===== config.mk =====
export PLATFORM = sky130hd
export DESIGN_NAME = mem_req_arbiter_flat
export DESIGN_NICKNAME = d
export VERILOG_FILES = /design/src/rtl/mem_req_arbiter_if.sv /design/src/rtl/mem_req_arbiter.sv /design/src/flat_wrapper.sv
export SDC_FILE = /design/constraint.sdc
export NUM_CORES = 1
export LEC_CHECK = 0
export ABC_CLOCK_PERIOD_IN_PS = 2600
export BUFFER_PORTS_ARGS = -buffer_cell sky130_fd_sc_hd__buf_2
export CORE_MARGIN = 2
export CORE_UTILIZATION = 38
export CTS_CLUSTER_DIAMETER = 80
export DETAILED_ROUTE_END_ITERATION = 16
export PLACE_DENSITY = 0.75
export SETUP_SLACK_MARGIN = 0.4
export SYNTH_ARGS = -nofsm -noshare
export SYNTH_HDL_FRONTEND = slang
export SYNTH_SLANG_ARGS = --single-unit

===== constraint.sdc =====
create_clock -name clk -period 2.6 [get_ports clk]
set_input_delay 0.52 -clock clk [delete_from_list [all_inputs] [get_ports clk]]
set_output_delay 0.52 -clock clk [all_outputs]
set_load 0.005 [all_outputs]

===== src/rtl/mem_req_arbiter_if.sv =====
// mem_req_arbiter_if: request/response bus shared by the requesters, the arbiter and memory.
// Requester side: req_vld/req_rdy/req_we/req_addr/req_wdata (flattened, requester i at slice i),
// rsp_vld one-hot strobe, rsp_data broadcast.
// Memory side: m_req_vld/m_req_rdy/m_req_we/m_req_addr/m_req_wdata, m_rsp_vld/m_rsp_data.
// Status: outstanding count, sticky err_unexpected_rsp.
// slave = arbiter view, master = requesters + memory view.
interface mem_req_arbiter_if #(
    parameter int NUM_REQ         = 4,
    parameter int ADDR_WIDTH      = 8,
    parameter int DATA_WIDTH      = 8,
    parameter int MAX_OUTSTANDING = 4
);
    localparam int CW = $clog2(MAX_OUTSTANDING + 1);
    logic [NUM_REQ-1:0]            req_vld;
    logic [NUM_REQ-1:0]            req_rdy;
    logic [NUM_REQ-1:0]            req_we;
    logic [NUM_REQ*ADDR_WIDTH-1:0] req_addr;
    logic [NUM_REQ*DATA_WIDTH-1:0] req_wdata;
    logic                          m_req_vld;
    logic                          m_req_rdy;
    logic                          m_req_we;
    logic [ADDR_WIDTH-1:0]         m_req_addr;
    logic [DATA_WIDTH-1:0]         m_req_wdata;
    logic                          m_rsp_vld;
    logic [DATA_WIDTH-1:0]         m_rsp_data;
    logic [NUM_REQ-1:0]            rsp_vld;
    logic [DATA_WIDTH-1:0]         rsp_data;
    logic [CW-1:0]                 outstanding;
    logic                          err_unexpected_rsp;
    modport slave (
        input  req_vld, req_we, req_addr, req_wdata, m_req_rdy, m_rsp_vld, m_rsp_data,
        output req_rdy, m_req_vld, m_req_we, m_req_addr, m_req_wdata, rsp_vld, rsp_data,
               outstanding, err_unexpected_rsp
    );
    modport master (
        output req_vld, req_we, req_addr, req_wdata, m_req_rdy, m_rsp_vld, m_rsp_data,
        input  req_rdy, m_req_vld, m_req_we, m_req_addr, m_req_wdata, rsp_vld, rsp_data,
               outstanding, err_unexpected_rsp
    );
endinterface


===== src/rtl/mem_req_arbiter.sv =====
// mem_req_arbiter: round-robin arbiter sharing one in-order memory port among NUM_REQ requesters.
// Ports: clk, rst_n (sync, active-low), bus (mem_req_arbiter_if.slave) carrying the requester
// handshakes, the memory request/response port and the outstanding/error status.
module mem_req_arbiter #(
    parameter int NUM_REQ         = 4,
    parameter int ADDR_WIDTH      = 8,
    parameter int DATA_WIDTH      = 8,
    parameter int MAX_OUTSTANDING = 4
) (
    input logic               clk,
    input logic               rst_n,
    mem_req_arbiter_if.slave  bus
);
    localparam int IW = $clog2(NUM_REQ);
    localparam int PW = $clog2(MAX_OUTSTANDING);
    localparam int CW = $clog2(MAX_OUTSTANDING + 1);

    logic [IW-1:0] rr_q, rr_d, lid_q, lid_d, grant;
    logic          lock_q, lock_d, gnt_vld, full, empty, issue, pop;
    logic [IW-1:0] tag_q [MAX_OUTSTANDING];
    logic [PW-1:0] wp_q, rp_q;
    logic [CW-1:0] cnt_q, cnt_d;
    logic          err_q;

    // Descending scan so the lowest offset from rr_q is the last (winning) assignment.
    always_comb begin
        gnt_vld = lock_q;
        grant   = lid_q;
        if (!lock_q)
            for (int k = NUM_REQ - 1; k >= 0; k--)
                if (bus.req_vld[(int'(rr_q) + k) % NUM_REQ]) begin
                    gnt_vld = 1'b1;
                    grant   = IW'((int'(rr_q) + k) % NUM_REQ);
                end
    end

    assign full  = cnt_q == CW'(MAX_OUTSTANDING);
    assign empty = cnt_q == '0;
    assign issue = bus.m_req_vld && bus.m_req_rdy;
    assign pop   = bus.m_rsp_vld && !empty;

    assign bus.m_req_vld   = gnt_vld && !full;
    assign bus.m_req_we    = bus.req_we[grant];
    assign bus.m_req_addr  = bus.req_addr[int'(grant)*ADDR_WIDTH +: ADDR_WIDTH];
    assign bus.m_req_wdata = bus.req_wdata[int'(grant)*DATA_WIDTH +: DATA_WIDTH];
    assign bus.req_rdy     = issue ? NUM_REQ'(1) << grant : '0;
    assign bus.rsp_vld     = pop ? NUM_REQ'(1) << tag_q[rp_q] : '0;
    assign bus.rsp_data    = bus.m_rsp_data;
    assign bus.outstanding = cnt_q;
    assign bus.err_unexpected_rsp = err_q;

    // A stall freezes the grant; a handshake (or no request) releases it.
    always_comb begin
        rr_d   = issue ? IW'((int'(grant) + 1) % NUM_REQ) : rr_q;
        lock_d = bus.m_req_vld && !bus.m_req_rdy;
        lid_d  = grant;
        cnt_d  = cnt_q + CW'(issue) - CW'(pop);
    end

    always_ff @(posedge clk) begin
        if (!rst_n) begin
            rr_q   <= '0;
            lock_q <= 1'b0;
            lid_q  <= '0;
            wp_q   <= '0;
            rp_q   <= '0;
            cnt_q  <= '0;
            err_q  <= 1'b0;
        end else begin
            rr_q   <= rr_d;
            lock_q <= lock_d;
            lid_q  <= lid_d;
            cnt_q  <= cnt_d;
            if (issue) begin
                tag_q[wp_q] <= grant;
                wp_q        <= wp_q + 1'b1;
            end
            if (pop)
                rp_q <= rp_q + 1'b1;
            if (bus.m_rsp_vld && empty)
                err_q <= 1'b1;
        end
    end
endmodule


===== src/flat_wrapper.sv =====
// flat-port wrapper written by rule: the top's interface ports become plain ports
module mem_req_arbiter_flat 
#(
    parameter int NUM_REQ         = 4,
    parameter int ADDR_WIDTH      = 8,
    parameter int DATA_WIDTH      = 8,
    parameter int MAX_OUTSTANDING = 4
)
  (clk, rst_n, bus_req_vld, bus_req_we, bus_req_addr, bus_req_wdata, bus_m_req_rdy, bus_m_rsp_vld, bus_m_rsp_data, bus_req_rdy, bus_m_req_vld, bus_m_req_we, bus_m_req_addr, bus_m_req_wdata, bus_rsp_vld, bus_rsp_data, bus_outstanding, bus_err_unexpected_rsp);
  mem_req_arbiter_if #(.NUM_REQ(NUM_REQ), .ADDR_WIDTH(ADDR_WIDTH), .DATA_WIDTH(DATA_WIDTH), .MAX_OUTSTANDING(MAX_OUTSTANDING)) bus_i ();
  input logic clk;
  input logic rst_n;
  input wire logic [$bits(bus_i.req_vld)-1:0] bus_req_vld;
  input wire logic [$bits(bus_i.req_we)-1:0] bus_req_we;
  input wire logic [$bits(bus_i.req_addr)-1:0] bus_req_addr;
  input wire logic [$bits(bus_i.req_wdata)-1:0] bus_req_wdata;
  input wire logic [$bits(bus_i.m_req_rdy)-1:0] bus_m_req_rdy;
  input wire logic [$bits(bus_i.m_rsp_vld)-1:0] bus_m_rsp_vld;
  input wire logic [$bits(bus_i.m_rsp_data)-1:0] bus_m_rsp_data;
  output wire logic [$bits(bus_i.req_rdy)-1:0] bus_req_rdy;
  output wire logic [$bits(bus_i.m_req_vld)-1:0] bus_m_req_vld;
  output wire logic [$bits(bus_i.m_req_we)-1:0] bus_m_req_we;
  output wire logic [$bits(bus_i.m_req_addr)-1:0] bus_m_req_addr;
  output wire logic [$bits(bus_i.m_req_wdata)-1:0] bus_m_req_wdata;
  output wire logic [$bits(bus_i.rsp_vld)-1:0] bus_rsp_vld;
  output wire logic [$bits(bus_i.rsp_data)-1:0] bus_rsp_data;
  output wire logic [$bits(bus_i.outstanding)-1:0] bus_outstanding;
  output wire logic [$bits(bus_i.err_unexpected_rsp)-1:0] bus_err_unexpected_rsp;
  assign bus_i.req_vld = bus_req_vld;
  assign bus_i.req_we = bus_req_we;
  assign bus_i.req_addr = bus_req_addr;
  assign bus_i.req_wdata = bus_req_wdata;
  assign bus_i.m_req_rdy = bus_m_req_rdy;
  assign bus_i.m_rsp_vld = bus_m_rsp_vld;
  assign bus_i.m_rsp_data = bus_m_rsp_data;
  assign bus_req_rdy = bus_i.req_rdy;
  assign bus_m_req_vld = bus_i.m_req_vld;
  assign bus_m_req_we = bus_i.m_req_we;
  assign bus_m_req_addr = bus_i.m_req_addr;
  assign bus_m_req_wdata = bus_i.m_req_wdata;
  assign bus_rsp_vld = bus_i.rsp_vld;
  assign bus_rsp_data = bus_i.rsp_data;
  assign bus_outstanding = bus_i.outstanding;
  assign bus_err_unexpected_rsp = bus_i.err_unexpected_rsp;
  mem_req_arbiter #(.NUM_REQ(NUM_REQ), .ADDR_WIDTH(ADDR_WIDTH), .DATA_WIDTH(DATA_WIDTH), .MAX_OUTSTANDING(MAX_OUTSTANDING)) u_core (.clk(clk), .rst_n(rst_n), .bus(bus_i));
endmodule

==> results.json, run 1 <==
{
  "diodes": 0,
  "required_ns": 2.08,
  "initial_core_util_pct": 39.30,
  "ys_ff_latch": 23,
  "setup_viol": 10,
  "cellPowerDensity_nw_per_um2": 741.8,
  "cts.clk_slew.worst_paths_ns": 0.08,
  "grt_pass1_vias": 2176,
  "worstSetupEndpointType": "output pin",
  "fin_util_pct": 60.75,
  "cap_violations": 0,
  "routedWlPerCell_um": 16.28,
  "cp_max_fo": 7,
  "cts_tree": "built",
  "worst_pin_slew_ns": 0.3520,
  "dr.pass1.iters": 4,
  "switching_share_pct": 40.51,
  "die_area_um2": 5844,
  "synth-xor-area-share_pct": 2.196,
  "cp-start-kind": "input port",
  "final_common_cell": "buf_2",
  "grt_pass1_wl_um": 10480,
  "antenna_found_initial": 0,
  "track_usage_pct": 21.21,
  "synth_top_family_by_area": "compound AO/OA/AOI/OAI gates",
  "synth-edff-count": 8,
  "timing.hold.ws_ns": 0.4908,
  "place_area_um2": 2706,
  "p_int_mw": 1.361,
  "drc_errors": 0,
  "synth_adder_area_share_pct": 7.277,
  "nets": 425,
  "drt_iter0_drc": 138,
  "skew_ns": 0.003454,
  "worst_ep_arrival_time_ns": 2.11,
  "cts_max_level": 1,
  "rsz0062_at_grt": "yes",
  "dieHeight_um": 76.45,
  "synthMuxAreaShare_pct": 4.893,
  "synth_compound_gate_area_share_pct": 29.61,
  "p_sw_uw": 926.3,
  "async_reset_ff_share_pct": 0,
  "synth-simple-area-share_pct": 18.51,
  "clk_latency_ns": 0.25,
  "synth_fp_nets": 321,
  "rows": 26,
  "slew_headroom_pct": 76.46,
  "fin_crit_ns": 2.629,
  "hold_class": "flop to flop",
  "core_area_um2": 5075,
  "clock_sinks": 23,
  "dp.final_hpwl_um": 4325,
  "setup_slack_ns": -0.02943,
  "max_freq_mhz": 380.3,
  "peakVddDrop_mv": 0.2713,
  "synth-main-ff-cell": "dfxtp_1",
  "drt_wl_total_um": 6495,
  "syn_area_um2": 1994,
  "port_buffers": 105,
  "most-common-layout-cells": "buf_2 (101), o21ai_0 (32), a41oi_2 (18), nand4_1 (17), a32oi_1 (15)",
  "drive_gt1_share_pct": 54.41,
  "vias": 2223,
  "failed_checks": "negative setup slack",
  "status": "complete, but fails checks",
  "clockPowerShare_pct": 9.2,
  "ios": 122,
  "p_leak_nw": 1.288,
  "power_frac_comb_pct": 67.5,
  "final_antenna_net_count": 0,
  "cts_made_buffers": 3,
  "place.gp.congestion": 0.8427,
  "design_area_um2": 3083,
  "slew_violations": 0,
  "clockBufferDepth": 2,
  "power_frac_seq_pct": 23.3,
  "grt_overflow": 0,
  "hold_viol_final": 0,
  "grt_max_degree": 35,
  "synthCells": 226,
  "synth.distinct_cells": 40,
  "synth.yosys.seq_area_share_pct": 27.10,
  "area_growth_pct": 54.58,
  "die_w_um": 76.45,
  "viasPerCell": 5.571,
  "period_share_pct": 101.1,
  "avgSynthCellArea_um2": 8.825,
  "clock-root-buffer": "clkbuf_8",
  "yosys_warnings": 0,
  "critical_path_class": "input port to output pin"
}
==> metrics by stage <==
step | setup WS [ns] | power, mW | TNS (ns) | std cells
after floorplan | 0.3168 | 1.345 | 0 | 226
after global placement | 0.07167 | 1.738 | 0 | 384
after detailed placement | -0.01982 | 1.772 | -0.01982 | 384
after CTS | 0.007077 | 2.208 | 0 | 397
after global routing | -0.09435 | 2.464 | -1.401 | 399
final | -0.02943 | 2.287 | -0.1412 | 399
==> final timing paths <==
kind                                               startpoint                       endpoint  slack [ns]  depth (start not counted)
worst max-delay path                           bus_req_vld[1]              bus_m_req_addr[4]       -0.03                          9
worst min register to register  u_core.bus.err_unexpected_rsp  u_core.bus.err_unexpected_rsp        0.49                          2
worst max register to register      u_core.bus.outstanding[2]      u_core.bus.outstanding[2]        0.43                          9
worst min-delay path            u_core.bus.err_unexpected_rsp  u_core.bus.err_unexpected_rsp        0.49                          2
==> final cells by class <==
type	instances	area, um^2
Sequential cell	23	544.3
Fill cell	445	1992
Clock inverter	1	5.005
Clock buffer	3	41.29
Timing Repair Buffer	129	882.1
Multi-Input combinational cell	163	1485
Inverter	10	37.54
Tap cell	70	87.58
==> timing repair <==
item / in CTS / in global routing
resized for setup: 32 / 6
hold buffers: 0 / 0
pin swaps: 12 / 8
cloned: 3 / 1
buffers inserted: 6 / 1
setup endpoints to repair: 22 / 23
==> metal layers <==
metal,track usage (%),up-vias,routed length (um)
met2,37.35,66,3414
met3,2.370,10,281
li1,-,1082,-
met1,27.57,1065,2705
met4,5.455,0,93
met5,0,-,0
==> Yosys cell counts, drive strengths merged (6+ instances only) <==
master  count  area (um^2)
a32oi      17        148.9
dfxtp      15        300.3
and2       14        87.58
o21ai      35        175.2
ha         10        125.1
nor2b       6        37.54
nor2        6        25.03
clkbuf     17        63.81
inv        10        37.54
buf        13        106.3
edfxtp      8        240.2
and3        6        37.54
nand4      17        106.4
a41oi      18        165.2
==> power groups by stage <==
stage	Sequential, mW	Clock (mW)	Combinational (mW)
global placement	0.536	0	1.20
floorplan	0.521	0	0.824
global route	0.544	0.236	1.68
finish	0.533	0.210	1.54
CTS	0.533	0.215	1.46
detailed placement	0.540	0	1.23
==> kinds of logic (layout without fill, tap and decap cells) <==
family                     count (synthesis)  after routing
xor gates and xnor gates                   5              5
DFF                                       23             23
and+or+nand+nor                           62             62
muxes                                      6              6
buffers and inverters                     40            143
adders and majority gates                 11             11
AOI/OAI and AO/OA                         79             79
==> worst max-delay path, stage by stage <==
cell and delay, ns:
buf_8 0.09, or3b_4 0.39, a41oi_2 0.25, o41ai_4 0.12
buf_6 0.18, buf_12 0.15, a41oi_2 0.18, a32oi_2 0.08
buf_2 0.14
==> flip-flops by register name, indices dropped and copies added, names as in the netlist, named ones only <==
register,cells
u_core.bus.outstanding,3
u_core.rr_q,2
u_core.wp_q,2
u_core.rp_q,2
u_core.tag_q,8
u_core.lock_q,1
u_core.lid_q,2
u_core.bus.err_unexpected_rsp,1
Power figures use the tool's default switching activity.
==> run 2, diff against run 1 <==
--- a/config.mk
+++ b/config.mk
@@ -8,11 +8,10 @@
 export ABC_CLOCK_PERIOD_IN_PS = 2600
 export BUFFER_PORTS_ARGS = -buffer_cell sky130_fd_sc_hd__buf_2
 export CORE_MARGIN = 2
-export CORE_UTILIZATION = 38
+export CORE_UTILIZATION = 39
 export CTS_CLUSTER_DIAMETER = 80
 export DETAILED_ROUTE_END_ITERATION = 16
-export PLACE_DENSITY = 0.75
-export SETUP_SLACK_MARGIN = 0.4
+export PLACE_DENSITY = 0.77
 export SYNTH_ARGS = -nofsm -noshare
 export SYNTH_HDL_FRONTEND = slang
 export SYNTH_SLANG_ARGS = --single-unit
==> results.json, run 2 (synthesis results as in run 1) <==
{
  "core_area_um2": 5010,
  "routedWlPerCell_um": 14.91,
  "final_antenna_net_count": 0,
  "ios": 122,
  "p_leak_nw": 1.243,
  "fill_cells": 475,
  "hold_class": "flop to flop",
  "critical_path_class": "flop to output pin",
  "holdCritStartpoint": "u_core.bus.err_unexpected_rsp",
  "die_w_um": 75.51,
  "preCtsSetupSlack_ns": -0.02705,
  "fin_crit_ns": 2.609,
  "reg2reg_depth": 9,
  "grt_overflow": 0,
  "dieHeight_um": 75.51,
  "slowest_delay_ns": 0.38,
  "required_ns": 2.08,
  "slew_violations": 0,
  "cp-start-kind": "flop",
  "worstSetupEndpointType": "output pin",
  "diodes": 0,
  "drc_errors": 0,
  "antenna_found_initial": 0,
  "cpMaxStageDelayCell": "dfxtp_4",
  "wl_met1_um": 2423,
  "cts_made_buffers": 3,
  "area_growth_pct": 45.55,
  "timing.hold.ws_ns": 0.5235,
  "worst_ep_arrival_time_ns": 2.09,
  "vias": 2212,
  "regToRegSetupSlack_ns": 0.37,
  "worstPathCellList": "buf_6 -> mux2i_4 -> nor2_2 -> o41ai_4 -> buf_6 -> clkbuf_16 -> a41oi_2 -> a32oi_1 -> buf_2",
  "track_usage_pct": 18.83,
  "clock_sinks": 23,
  "final_common_cell": "buf_2",
  "peakVddDrop_mv": 0.2981,
  "grt_pass1_vias": 1860,
  "setup_slack_ns": -0.009379,
  "r2r_start": "u_core.bus.outstanding[2]",
  "dr.pass1.iters": 4,
  "drt_wl_total_um": 5918,
  "max_freq_mhz": 383.2,
  "status": "complete, but fails checks",
  "hold_viol_final": 0,
  "drt_iter0_drc": 107,
  "min_to": "u_core.bus.err_unexpected_rsp",
  "clk_latency_ns": 0.26,
  "worst-path-buf-inv": 4,
  "wl_met3_um": 333,
  "cap_violations": 0,
  "drive_gt1_share_pct": 48.93,
  "failed_checks": "negative setup slack",
  "viasPerCell": 5.572,
  "regMostFlops": "u_core.tag_q",
  "slew_headroom_pct": 72.64,
  "cellPowerDensity_nw_per_um2": 734.7,
  "period_share_pct": 100.4,
  "cp_max_fo": 7,
  "clock-root-buffer": "clkbuf_8",
  "place.gp.congestion": 0.7836,
  "fin_total_pwr_mw": 2.133,
  "skew_ns": 0.004087,
  "worst_pin_slew_ns": 0.4104,
  "rsz0062_at_grt": "yes",
  "clockBufferDepth": 2,
  "cts_max_level": 1,
  "grt_pass1_wl_um": 8500,
  "initial_core_util_pct": 39.81,
  "port_buffers": 105,
  "largest_register_ffs": 8,
  "dr_wl_met2_um": 3059,
  "nets": 423,
  "grt_max_degree": 35,
  "cts_tree": "built",
  "cp_common_cell": "buf_6",
  "worstReg2RegEnd": "u_core.bus.outstanding[2]",
  "dp.final_hpwl_um": 4247,
  "maxUsedRoutingLayer": "met4",
  "min_path_cells": 2,
  "cts.clk_slew.worst_paths_ns": 0.08,
  "setup_viol": 3,
  "rows": 26,
  "crit_family": "buffers and inverters",
  "die_area_um2": 5702,
  "most-common-layout-cells": "buf_2 (102), o21ai_0 (32), nand4_1 (17), a32oi_1 (17), a41oi_2 (15)"
}
-- run 2: changes by cell type in the layout (fill, tap and decap cells not counted), sizes merged --
cell / before / now
buf: 128 / 125
clkbuf: 4 / 6
clkinv: 1 / 0
-- run 2: layer usage --
metal	GRT usage [%]	up-vias
li1	-	1073
met1	24.92	1045
met2	31.79	86
met3	2.249	8
met4	6.433	0
met5	0	-
-- run 2: tightest hold or removal path, cell delays in order, from the launching register on --
cell and delay (ns):
dfxtp_1 0.34, a21oi_1 0.06, nor2b_1 0.10
-- run 2: layout make-up --
type / count / area [um^2] / share of cell area (%)
timing repair buffer: 127 / 813.3 / 28.02
clock buffer: 4 / 45.04 / 1.552
tap: 70 / 87.58 / 3.017
inverter: 10 / 37.54 / 1.293
multi-input combinational: 163 / 1375 / 47.37
sequential: 23 / 544.3 / 18.75
-- run 2: through the flow --
step / utilization [%] / instances / TNS, ns / instance area [um^2]
global route: 57.94 / 397 / -1.823 / 2903
detailed placement: 51.82 / 385 / -0.02792 / 2596
finish: 57.94 / 397 / -0.01592 / 2903
global placement: 51.82 / 385 / 0 / 2596
floorplan: - / 226 / 0 / 1994
CTS: 53.75 / 394 / 0 / 2693
-- run 2: worst max-delay path by stage --
stage               slack [ns]            from                         to  cells past startpoint
floorplan                 0.09  bus_req_vld[1]  u_core.bus.outstanding[2]                      9
global placement         0.006  bus_req_vld[2]          bus_m_req_addr[0]                      8
detailed placement       -0.03  bus_req_vld[2]          bus_m_req_addr[0]                      8
CTS                      0.002  bus_req_vld[2]         bus_m_req_wdata[2]                      9
global route             -0.11  u_core.rr_q[1]         bus_m_req_wdata[3]                      9
finish                  -0.009  u_core.rr_q[1]          bus_m_req_addr[5]                      9
-- run 2: power by group --
part	switching (mW)	internal (mW)	total, mW
clock network	0.105	0.109	0.214
registers	0.0705	0.462	0.532
logic	0.676	0.710	1.39
-- run 2: timing repair --
| action | 4_1_cts | 5_1_grt |
|---|---|---|
| pin swaps | 2 | 17 |
| gates resized for setup | 4 | 27 |
| hold buffers | 0 | 0 |
| endpoints found under the setup margin | 21 | 20 |
| cloned | 0 | 2 |
| buffers inserted | 5 | 2 |
